===== config.mk =====
export PLATFORM = sky130hd
export DESIGN_NAME = mult_fp_seq
export DESIGN_NICKNAME = d
export VERILOG_FILES = /design/src/rtl/mult_fp_seq.sv
export SDC_FILE = /design/constraint.sdc
export NUM_CORES = 1
export LEC_CHECK = 0
export CAP_MARGIN = 20
export CORE_MARGIN = 2
export CORE_UTILIZATION = 25
export CTS_CLUSTER_SIZE = 40
export DETAILED_ROUTE_END_ITERATION = 6
export SETUP_SLACK_MARGIN = 0.15
export SLEW_MARGIN = 5
export SYNTH_ARGS = -nofsm -noshare
export SYNTH_HDL_FRONTEND = slang
export SYNTH_SLANG_ARGS = --single-unit

===== constraint.sdc =====
create_clock -name clk -period 5.2 [get_ports clk]
set_input_delay 0.78 -clock clk [delete_from_list [all_inputs] [get_ports clk]]
set_output_delay 0.78 -clock clk [all_outputs]
set_load 0.005 [all_outputs]

===== src/rtl/mult_fp_seq.sv =====
// Sequential floating-point multiplier with one-bit-per-cycle shift-add
// mantissa product, round-to-nearest-even, denormals-as-zero and full
// Inf/NaN/overflow/underflow handling. Flags are packed {N,Z,C,V}.
//
// Handshakes: a transfer happens on a rising clk edge where valid and ready
// are both high; once raised, out_valid stays high with res_mult/flags_mult
// stable until it is accepted, and in_ready is high only while idle.
module mult_fp_seq #(
  parameter int MANTISA_WIDTH  = 23,
  parameter int EXPONENT_WIDTH = 8
) (
  input  logic                                    clk,
  input  logic                                    rst_n,
  input  logic                                    in_valid,
  output logic                                    in_ready,
  input  logic [MANTISA_WIDTH+EXPONENT_WIDTH:0]   a,
  input  logic [MANTISA_WIDTH+EXPONENT_WIDTH:0]   b,
  output logic                                    out_valid,
  input  logic                                    out_ready,
  output logic [MANTISA_WIDTH+EXPONENT_WIDTH:0]   res_mult,
  output logic [3:0]                              flags_mult
);
  localparam int M  = MANTISA_WIDTH;
  localparam int E  = EXPONENT_WIDTH;
  localparam int W  = M + E + 1;
  localparam int PW = 2 * M + 2;
  localparam int EW = E + 2;
  localparam int CW = $clog2(M + 1);
  localparam logic [EW-1:0] BIAS     = EW'((1 << (E - 1)) - 1);
  localparam logic [EW-1:0] EMAX     = EW'((1 << E) - 1);
  localparam logic [CW-1:0] CNT_LAST = CW'(M);

  localparam logic [2:0] S_IDLE  = 3'd0;
  localparam logic [2:0] S_MULT  = 3'd1;
  localparam logic [2:0] S_NORM  = 3'd2;
  localparam logic [2:0] S_ROUND = 3'd3;
  localparam logic [2:0] S_DONE  = 3'd4;

  logic [2:0]    state_q, state_d;
  logic [W-1:0]  a_q, a_d;          // operand A (fraction is the multiplicand)
  logic [E:0]    bse_q, bse_d;      // operand B sign/exponent; its fraction lives in prod_q
  logic [PW-1:0] prod_q, prod_d;    // partial product in the top, multiplier bits in the bottom
  logic [CW-1:0] cnt_q, cnt_d;
  logic [EW-1:0] exp_q, exp_d;      // signed working exponent
  logic [M-1:0]  frac_q, frac_d;
  logic          guard_q, guard_d;
  logic          sticky_q, sticky_d;
  logic [W-1:0]  res_q, res_d;
  logic [3:0]    flags_q, flags_d;

  // Classification of the operands as presented, so specials finish on the accept edge
  logic [E-1:0] ea_in, eb_in;
  logic [M-1:0] fa_in, fb_in;
  logic         sign_in, a_zero, b_zero, a_inf, b_inf, a_nan, b_nan, special_in;
  assign ea_in      = a[W-2:M];
  assign eb_in      = b[W-2:M];
  assign fa_in      = a[M-1:0];
  assign fb_in      = b[M-1:0];
  assign sign_in    = a[W-1] ^ b[W-1];
  assign a_zero     = (ea_in == '0);
  assign b_zero     = (eb_in == '0);
  assign a_inf      = (&ea_in) && (fa_in == '0);
  assign b_inf      = (&eb_in) && (fb_in == '0);
  assign a_nan      = (&ea_in) && (fa_in != '0);
  assign b_nan      = (&eb_in) && (fb_in != '0);
  assign special_in = a_zero | b_zero | (&ea_in) | (&eb_in);

  // Result and flags for zero / Inf / NaN operands
  logic [W-1:0] spec_res;
  logic [3:0]   spec_flags;
  always_comb begin
    spec_res = {sign_in, {(W-1){1'b0}}};
    if (a_nan | b_nan | (a_inf & b_zero) | (b_inf & a_zero))
      spec_res = {1'b0, {E{1'b1}}, 1'b1, {(M-1){1'b0}}};
    else if (a_inf | b_inf)
      spec_res = {sign_in, {E{1'b1}}, {M{1'b0}}};
    spec_flags = {spec_res[W-1], (spec_res[W-2:0] == '0), 2'b00};
  end

  // One shift-add step: add the multiplicand when the current multiplier bit is set, then shift right
  logic [M+1:0]  add_sum;
  logic [PW-1:0] step_prod;
  always_comb begin
    add_sum   = {1'b0, prod_q[PW-1:M+1]} + {2'b01, a_q[M-1:0]};
    step_prod = prod_q[0] ? {add_sum, prod_q[M:1]} : {1'b0, prod_q[PW-1:1]};
  end

  // Normalisation: pick the fraction window and derive guard/sticky from the full product
  logic [EW-1:0] exp_sum, norm_exp;
  logic [M-1:0]  norm_frac;
  logic          norm_guard, norm_sticky;
  always_comb begin
    exp_sum = {2'b00, a_q[W-2:M]} + {1'b0, 1'b0, bse_q[E-1:0]} - BIAS;
    if (prod_q[PW-1]) begin
      norm_exp    = exp_sum + EW'(1);
      norm_frac   = prod_q[2*M:M+1];
      norm_guard  = prod_q[M];
      norm_sticky = |prod_q[M-1:0];
    end else begin
      norm_exp    = exp_sum;
      norm_frac   = prod_q[2*M-1:M];
      norm_guard  = prod_q[M-1];
      norm_sticky = |prod_q[M-2:0];
    end
  end

  // Nearest-even rounding followed by overflow/underflow resolution
  logic          round_up, sign_r, inexact, ovf, unf;
  logic [M:0]    frac_sum;
  logic [EW-1:0] exp_rnd;
  logic [W-1:0]  rnd_res;
  logic [3:0]    rnd_flags;
  always_comb begin
    round_up = guard_q & (sticky_q | frac_q[0]);
    frac_sum = {1'b0, frac_q} + {{M{1'b0}}, round_up};
    exp_rnd  = exp_q + {{(EW-1){1'b0}}, frac_sum[M]};
    sign_r   = a_q[W-1] ^ bse_q[E];
    inexact  = guard_q | sticky_q;
    ovf      = ~exp_rnd[EW-1] & (exp_rnd >= EMAX);
    unf      = exp_rnd[EW-1] | (exp_rnd == '0);
    if (ovf) begin
      rnd_res   = {sign_r, {E{1'b1}}, {M{1'b0}}};
      rnd_flags = {sign_r, 1'b0, 1'b1, 1'b1};
    end else if (unf) begin
      rnd_res   = {sign_r, {(W-1){1'b0}}};
      rnd_flags = {sign_r, 1'b1, 1'b1, 1'b0};
    end else begin
      rnd_res   = {sign_r, exp_rnd[E-1:0], frac_sum[M-1:0]};
      rnd_flags = {sign_r, 1'b0, inexact, 1'b0};
    end
  end

  // Control FSM and datapath register updates
  always_comb begin
    state_d  = state_q;
    a_d      = a_q;
    bse_d    = bse_q;
    prod_d   = prod_q;
    cnt_d    = cnt_q;
    exp_d    = exp_q;
    frac_d   = frac_q;
    guard_d  = guard_q;
    sticky_d = sticky_q;
    res_d    = res_q;
    flags_d  = flags_q;
    case (state_q)
      S_IDLE: begin
        if (in_valid) begin
          a_d    = a;
          bse_d  = {b[W-1], eb_in};
          prod_d = {{(M+1){1'b0}}, 1'b1, fb_in};
          cnt_d  = '0;
          if (special_in) begin
            res_d   = spec_res;
            flags_d = spec_flags;
            state_d = S_DONE;
          end else begin
            state_d = S_MULT;
          end
        end
      end
      S_MULT: begin
        prod_d = step_prod;
        if (cnt_q == CNT_LAST) begin
          cnt_d   = '0;
          state_d = S_NORM;
        end else begin
          cnt_d = cnt_q + CW'(1);
        end
      end
      S_NORM: begin
        exp_d    = norm_exp;
        frac_d   = norm_frac;
        guard_d  = norm_guard;
        sticky_d = norm_sticky;
        state_d  = S_ROUND;
      end
      S_ROUND: begin
        res_d   = rnd_res;
        flags_d = rnd_flags;
        state_d = S_DONE;
      end
      S_DONE: begin
        if (out_ready) state_d = S_IDLE;
      end
      default: state_d = S_IDLE;
    endcase
  end

  // State registers; reset aborts any operation in flight
  always_ff @(posedge clk or negedge rst_n) begin
    if (!rst_n) begin
      state_q  <= S_IDLE;
      a_q      <= '0;
      bse_q    <= '0;
      prod_q   <= '0;
      cnt_q    <= '0;
      exp_q    <= '0;
      frac_q   <= '0;
      guard_q  <= 1'b0;
      sticky_q <= 1'b0;
      res_q    <= '0;
      flags_q  <= '0;
    end else begin
      state_q  <= state_d;
      a_q      <= a_d;
      bse_q    <= bse_d;
      prod_q   <= prod_d;
      cnt_q    <= cnt_d;
      exp_q    <= exp_d;
      frac_q   <= frac_d;
      guard_q  <= guard_d;
      sticky_q <= sticky_d;
      res_q    <= res_d;
      flags_q  <= flags_d;
    end
  end

  assign in_ready   = (state_q == S_IDLE);
  assign out_valid  = (state_q == S_DONE);
  assign res_mult   = res_q;
  assign flags_mult = flags_q;
endmodule


# After elaboration in Yosys (flattened, before gate mapping)
# Index checks and enable logic that the tools add are counted.
# totals
ff_bits,168
output_inout_bits,38
input_bits,68
word_cells,95
# op_classes
bitwise_logic,17
n_reduce_logical,23
magnitude_cmp,1
eq_ne,9
add_sub_neg,7
muxes,27
# op_table
op,count
$mux 32,3
$mux 48,2
$pmux 48 s2,1
$mux 31,3
$pmux 32 s2,1
$logic_not 23->1,2
$reduce_bool 23->1,2
$logic_not 31->1,1
$add 24x24->25,1
$add 23x1->24,1
$mux 23,1
$reduce_or 23->1,1
$reduce_or 22->1,1
$mux 3,6
$logic_not 8->1,2
$reduce_and 8->1,2
$pmux 3 s5,1
$add 10x1->10,1
$add 10x1->10 const B,1
$ge 10x8->1 const B,1
$logic_not 10->1,1
$mux 10,1
$mux 5,2
$or 1x1->1,10
other kinds (21),36

# Logic depth before layout (Yosys ltp)
# Gate-level depths: netlist of the first run.
# depth
word_depth,10
mapped_depth,14
mapped_depth_nobuf,14

# Worst setup path before layout of the first run
# No wires, ideal clock.
# synth_timing
path_kind,reg2reg
start,register frac_q[2]
end,register res_q[14] (netlist: res_mult[14])
setup_slack_ns,1.970
setup_time_ns,0.083
t_arrival_ns,3.148
path_buffers,1
stages_incl_launch_ff,15
period_less_slack_ns,3.230
t_required_ns,5.117
path_cell_list,dfrtp_1 -> and3_1 -> and2_1 -> nand4_1 -> nor3_1 -> and3_1 -> ha_1 -> ha_1 -> inv_1 -> nor3_1 -> xnor2_1 -> o31ai_1 -> or3_1 -> clkbuf_2 -> o21ai_0
# synth_between
elab_chain_len,7
elab_cells_between_ends,10
cone_classes,2 x add/sub; 1 x order compare; 3 x mux; 3 x bitwise; 1 x reduce/logical
# synth_rtl
item,line,source
from (decl),45,"logic [M-1:0] frac_q, frac_d;"
from (signal assigned),211,frac_q <= frac_d;
$add 23x1->24 *,115,"frac_sum = {1'b0, frac_q} + {{M{1'b0}}, round_up};"
branches (longest 4 deep; another with $add 10x1->10),--,
$mux 31 *,121,if (ovf) begin
$pmux 32 s2 *,146,case (state_q)
to (signal assigned),214,res_q <= res_d;
to (decl),48,"logic [W-1:0] res_q, res_d;"
# Mark *: on every way between the ends.
# A chain may end at the register's enable or synchronous reset.

# Worst setup path in the final report of the first run
# layout_timing
start,register frac_q[2]
end,register res_q[22] (netlist: res_mult[22])
# Same word-level chain as after synthesis.

==> results of run 1 <==
## path summary, 6_finish.rpt
check,cells past startpoint,to,from
max,13,res_mult[22]$_DFFE_PN0P_,frac_q[2]$_DFFE_PN0N_
min,1,prod_q[17]$_DFFE_PN0P_,rst_n
max reg2reg,13,res_mult[22]$_DFFE_PN0P_,frac_q[2]$_DFFE_PN0N_
min reg2reg,2,res_mult[15]$_DFFE_PN0P_,res_mult[15]$_DFFE_PN0P_
max in group asynchronous,2,res_mult[31]$_DFFE_PN0P_,rst_n
min in group clk,2,res_mult[15]$_DFFE_PN0P_,res_mult[15]$_DFFE_PN0P_
## cell families after synthesis
group | after synthesis | share of synthesized area, %
compound gates | 248 | 15.93
buf+inv | 83 | 3.529
flops | 167 | 42.86
mux | 38 | 3.978
simple gates | 466 | 21.61
fa+ha+maj | 46 | 6.058
xor+xnor | 63 | 6.032
## layer usage
layer,vias up,track usage [%]
li1,4070,-
met1,3786,17.94
met2,153,20.07
met3,26,2.446
met4,0,3.939
met5,-,0
## through the flow
step / area (um2) / power [mW] / setup WS (ps) / util (%)
CTS: 11870 / 7.239 / 1143 / 30.77
global placement: 11300 / 5.902 / 1273 / 29.30
floorplan: 9749 / 4.882 / 1970 / -
detailed placement: 11300 / 5.975 / 1143 / 29.30
global route: 11870 / 7.841 / 756.2 / 30.77
finish: 11870 / 7.170 / 1116 / 30.77
## synthesized netlist by cell type, types with 12 or more instances
library cell / count / area, um2
clkbuf_1: 34 / 127.6
a31oi_1: 12 / 75.07
a22oi_1: 23 / 172.7
xnor2_1: 24 / 210.2
nand2_1: 273 / 1025
o21ai_0: 95 / 475.5
nor2_1: 47 / 176.4
nand4_1: 14 / 87.58
inv_1: 27 / 101.4
ha_1: 44 / 550.5
nand3_1: 32 / 160.2
a21oi_1: 39 / 195.2
and3_1: 13 / 81.33
dfrtp_1: 167 / 4179
mux2i_1: 35 / 350.3
nor3_1: 19 / 95.09
nor4_1: 16 / 100.1
xor2_1: 35 / 306.5
## worst max-delay path, stage by stage, from the launching register on
cell and delay, ps:
dfrtp_1 430, and3_1 200, and2_1 140, nand4_1 220, nor3_1 480, and3_1 290
ha_1 240, ha_1 300, xnor2_1 110, or3_1 360, o31ai_1 320, or3_1 570
a2bb2oi_1 180, o21ai_0 80
## sequential cells by signal (all words and copies together) (netlist names)
register,cells
res_mult,32
prod_q,48
flags_mult,3
state_q,3
exp_q,10
frac_q,23
a_q,32
bse_q,9
sticky_q,1
cnt_q,5
guard_q,1
## cell type report
| cell class | count | area share, % |
|---|---|---|
| multi-input combinational | 861 | 44.17 |
| sequential | 167 | 35.22 |
| timing repair buffer | 115 | 9.501 |
| tap | 518 | 5.462 |
| clock buffer | 19 | 3.817 |
| clock inverter | 12 | 0.9702 |
| inverter | 27 | 0.8542 |
## power breakdown
group          total, mW  switching (mW)  leakage (nW)  internal (mW)
Combinational       3.54            2.02          2.67           1.53
Clock               1.23           0.541         0.284          0.691
Sequential          2.39           0.535          2.13           1.86
==> results.py, run 1 <==
metrics = {
    "status": {
        "status": "completed",
    },
    "die": {
        "die_w_um": 201.5,
        "die_area_um2": 40590,
        "die_height_um": 201.5,
        "start_util_pct": 25.29,
        "num_rows": 72,
        "core-area_um2": 38560,
        "ios": 106,
    },
    "job": {
        "drv_cap": 0,
    },
    "global_route": {
        "grt_first_pass_wirelength_mm": 42.22,
        "grt_pass1_vias": 7896,
        "overflow": 0,
        "grt_max_degree": 71,
        "antenna_found_initial": 0,
        "grt_use_total_pct": 12.85,
    },
    "worst_setup_path": {
        "cp.required_ps": 5490,
        "cp.arrival_ps": 4380,
        "worstSetupEndpointType": "flip-flop",
        "crit_type": "flip-flop to flip-flop",
        "cp_max_fo": 23,
        "r2r_setup_slack_ps": 1120,
        "start_kind": "flip-flop",
    },
    "sta": {
        "finalSetupViolCount": 0,
        "rsz0062_at_grt": "no",
        "tightest_slew_ps": 842.9,
        "max_freq_mhz": 244.9,
        "max-slew-margin-rel_pct": 42.35,
        "skew_ps": 15.00,
        "slew_viol_final": 0,
        "hold_viol": 0,
        "tns_ps": 0,
        "finalCritPeriodShare_pct": 78.54,
        "fin_hold_ws_ps": 355.9,
        "min_period_ps": 4084,
    },
    "cells_and_area": {
        "final_common_cell": "nand2_1",
        "fillers": 4169,
        "num_antenna_cells": 0,
        "syn_to_final_growth_pct": 21.70,
        "seqCellArea_um2": 4179,
        "final_nets": 1303,
        "drive_gt1_share_pct": 5.412,
        "instances_no_fill": 1719,
        "final_cell_mix": "273 x nand2_1, 167 x dfrtp_1, 104 x clkdlybuf4s50_1, 95 x o21ai_0, 46 x nor2_1",
        "multiInputGateArea_um2": 5241,
    },
    "routing": {
        "drc": 0,
        "ant_nets": 0,
        "vias": 8035,
        "wl_met3_um": 892,
        "wl_met2_mm": 11.52,
        "finalWirelength_mm": 25.69,
        "wl_met1_mm": 12.75,
        "first_iter_violations": 456,
        "highest_layer": "met4",
        "vias_per_cell": 4.674,
        "wire_per_inst_um": 14.94,
        "dr.pass1.iters": 5,
    },
    "logic_synthesis": {
        "syn_inst": 1111,
        "synth-edff-count": 0,
        "synth_ff_type": "dfrtp_1",
        "ys_ff_latch": 167,
        "synth_warnings": 0,
        "synth_cell_types": 72,
        "syn_area_per_cell_um2": 8.775,
        "yosysSeqAreaShare_pct": 42.86,
        "syn-num-nets": 1225,
        "async_flop_share_pct": 100.0,
        "netlist_area_um2": 9749,
    },
    "clock_network": {
        "clockRootBuffer": "clkbuf_16",
        "cts_max_level": 4,
        "cts.hold.buffers_added": 0,
        "clock_sinks": 167,
        "cts_tree": "yes",
        "cts_setup_buffers": 0,
        "clkLatencyLatePin_ps": 430,
        "cts_inserted_buffers": 17,
        "clk_pin_slew_ps": 70,
        "clock_path_buffers": 2,
        "ctsResizeCount": 0,
    },
    "power": {
        "p_leak_nw": 5.089,
        "powerDensity_nw_per_um2": 604.3,
        "vdd_drop_max_mv": 0.2004,
    },
    "hold_path": {
        "hp-class": "input pin to asynchronous set/reset pin",
    },
    "placed_design": {
        "numPortBuffers": 105,
        "hpwl_mm": 19.64,
        "dp.cells": 1688,
        "place.gp.congestion": 0.8760,
    },
}
Power figures use the tool's default switching activity.
==> run 2, diff against run 1 <==
==> constraint.sdc (replaced) <==
create_clock -name clk -period 3.65 [get_ports clk]
set_input_delay 0.5475 -clock clk [delete_from_list [all_inputs] [get_ports clk]]
set_output_delay 0.5475 -clock clk [all_outputs]
set_load 0.005 [all_outputs]
==> run 2 against run 1 <==
  * Worst hold slack got worse by 180 ps
  * Routed wire length rose by 1.2%
  * Clock power rose by 52%
  * Global-route usage rose by 0.077 points
  * Largest cell class unchanged
  * Utilization rose by 0.41 points
  * Power rose by 45%
  * Sequential power rose by 43%
  * Clock skew fell by 2.7 ps
  * Non-clock buffer count rose by 9
  * Combinational power rose by 44%
  * Die area did not move
==> results.py, run 2 (synthesis results as in run 1) <==
metrics = {
    "status": {
        "status": "completed",
    },
    "cells_and_area": {
        "final_nets": 1312,
        "final_cell_mix": "273 x nand2_1, 166 x dfrtp_1, 104 x clkdlybuf4s50_1, 95 x o21ai_0, 46 x nor2_1",
        "final_common_cell": "nand2_1",
        "largest_reg_flops": 48,
        "num_antenna_cells": 0,
        "fillers": 4145,
        "drive_gt1_share_pct": 6.606,
        "regMostFlops": "prod_q",
        "syn_to_final_growth_pct": 23.32,
        "instances_no_fill": 1729,
    },
    "worst_setup_path": {
        "reg2reg_depth": 13,
        "cp.arrival_ps": 3590,
        "cp_max_fo": 22,
        "worstSetupEndpointType": "flip-flop",
        "cp.required_ps": 3960,
        "crit_type": "flip-flop to flip-flop",
        "start_kind": "flip-flop",
    },
    "clock_network": {
        "clockRootBuffer": "clkbuf_16",
        "clk_pin_slew_ps": 70,
        "clock_path_buffers": 2,
        "cts_max_level": 4,
        "cts_tree": "yes",
        "cts_inserted_buffers": 17,
        "clock_sinks": 167,
        "clkLatencyLatePin_ps": 430,
    },
    "power": {
        "powerDensity_nw_per_um2": 864.6,
        "p_leak_nw": 5.152,
        "vdd_drop_max_mv": 0.3418,
    },
    "routing": {
        "vias_per_cell": 4.659,
        "vias": 8055,
        "first_iter_violations": 474,
        "drc": 0,
        "wire_per_inst_um": 15.03,
        "dr.pass1.iters": 5,
        "ant_nets": 0,
        "finalWirelength_mm": 25.98,
    },
    "placed_design": {
        "hpwl_mm": 19.80,
        "place.gp.congestion": 0.8493,
        "numPortBuffers": 105,
        "dp.cells": 1694,
    },
    "sta": {
        "tightest_slew_ps": 981.9,
        "skew_ps": 12.34,
        "finalSetupViolCount": 0,
        "slew_viol_final": 0,
        "tns_ps": 0,
        "finalCritPeriodShare_pct": 90.00,
        "max_freq_mhz": 304.4,
        "hold_viol": 0,
        "min_period_ps": 3285,
        "max-slew-margin-rel_pct": 34.38,
        "rsz0062_at_grt": "no",
    },
    "hold_path": {
        "hp-class": "input pin to asynchronous set/reset pin",
    },
    "die": {
        "die_area_um2": 40590,
        "core-area_um2": 38560,
        "die_w_um": 201.5,
        "die_height_um": 201.5,
        "ios": 106,
        "start_util_pct": 25.29,
        "num_rows": 72,
    },
    "global_route": {
        "grt_use_total_pct": 12.92,
        "grt_max_degree": 80,
        "grt_pass1_vias": 7904,
        "grt_first_pass_wirelength_mm": 42.42,
        "antenna_found_initial": 0,
        "overflow": 0,
    },
    "job": {
        "drv_cap": 0,
    },
}
-- run 2: layer usage --
metal | wire [um] | part of all wire, % | global-route usage, % | up-vias
met2 | 11810 | 45 | 20.69 | 127
met5 | 0 | 0 | 0 | -
met3 | 879 | 3.4 | 2.138 | 25
li1 | - | - | - | 4090
met4 | 477 | 1.8 | 3.887 | 0
met1 | 12820 | 49 | 17.88 | 3813
-- run 2: path summary, 6_finish.rpt --
check,slack (ps),endpoint,start
worst max-delay path,370,res_mult[13]$_DFFE_PN0P_,sticky_q$_DFFE_PN0N_
worst min-delay path,170,prod_q[17]$_DFFE_PN0P_,rst_n
worst max register to register,370,res_mult[13]$_DFFE_PN0P_,sticky_q$_DFFE_PN0N_
worst min register to register,480,res_mult[2]$_DFFE_PN0P_,res_mult[2]$_DFFE_PN0P_
max in group asynchronous,2640,a_q[18]$_DFFE_PN0P_,rst_n
min in group clk,480,res_mult[2]$_DFFE_PN0P_,res_mult[2]$_DFFE_PN0P_
-- run 2: worst max-delay path: stages (launching register included) --
cell and delay (ps):
dfrtp_1 390, o21a_1 140, ha_1 210, nand4_1 220, nor3_2 250, and3_1 210
ha_2 230, nand3_1 150, xor2_1 190, or3_1 390, o31ai_2 260, or3_1 210
buf_6 190, o21ai_0 100
-- run 2: where the power goes --
part	internal, mW	total, mW	switching, mW
Clock	1.05	1.87	0.818
Combinational	2.22	5.11	2.88
Sequential	2.65	3.42	0.774
Total	5.92	10.4	4.47
-- run 2: metrics by stage --
stage               instance area (um2)  power (mW)  hold slack [ps]  setup slack (ps)  utilization [%]
floorplan                          9749       6.955            251.9             419.6                -
CTS                               11970       10.45            185.9             186.3            31.05
global placement                  11370       8.457            464.0             271.5            29.48
finish                            12020       10.39            173.8             365.2            31.18
detailed placement                11370       8.548            472.4             174.9            29.48
global route                      12020       11.33            225.6             80.78            31.18
-- run 2: what timing repair did --
item | CTS | global route
gates resized for setup | 0 | 7
hold buffers | 0 | 0
setup endpoints to repair | 0 | 33
setup buffers | 0 | 3
-- run 2: cell type report --
cell class,instances,area (um2),share of cell area (%)
Clock buffer,18,439.2,3.653
Clock inverter,14,163.9,1.363
Inverter,27,101.3,0.8430
Multi-Input combinational cell,861,5266,43.80
Sequential cell,167,4180,34.77
Tap cell,518,648.1,5.391
Timing Repair Buffer,124,1224,10.18
==> run 3, diff against run 2 <==
--- a/config.mk
+++ b/config.mk
@@ -11,7 +11,7 @@
 export CTS_CLUSTER_SIZE = 40
 export DETAILED_ROUTE_END_ITERATION = 6
 export SETUP_SLACK_MARGIN = 0.15
-export SLEW_MARGIN = 5
+export SLEW_MARGIN = 15
 export SYNTH_ARGS = -nofsm -noshare
 export SYNTH_HDL_FRONTEND = slang
 export SYNTH_SLANG_ARGS = --single-unit
==> results of run 3 <==
The final DEF is identical to that of run 2; final timing and power are the same.
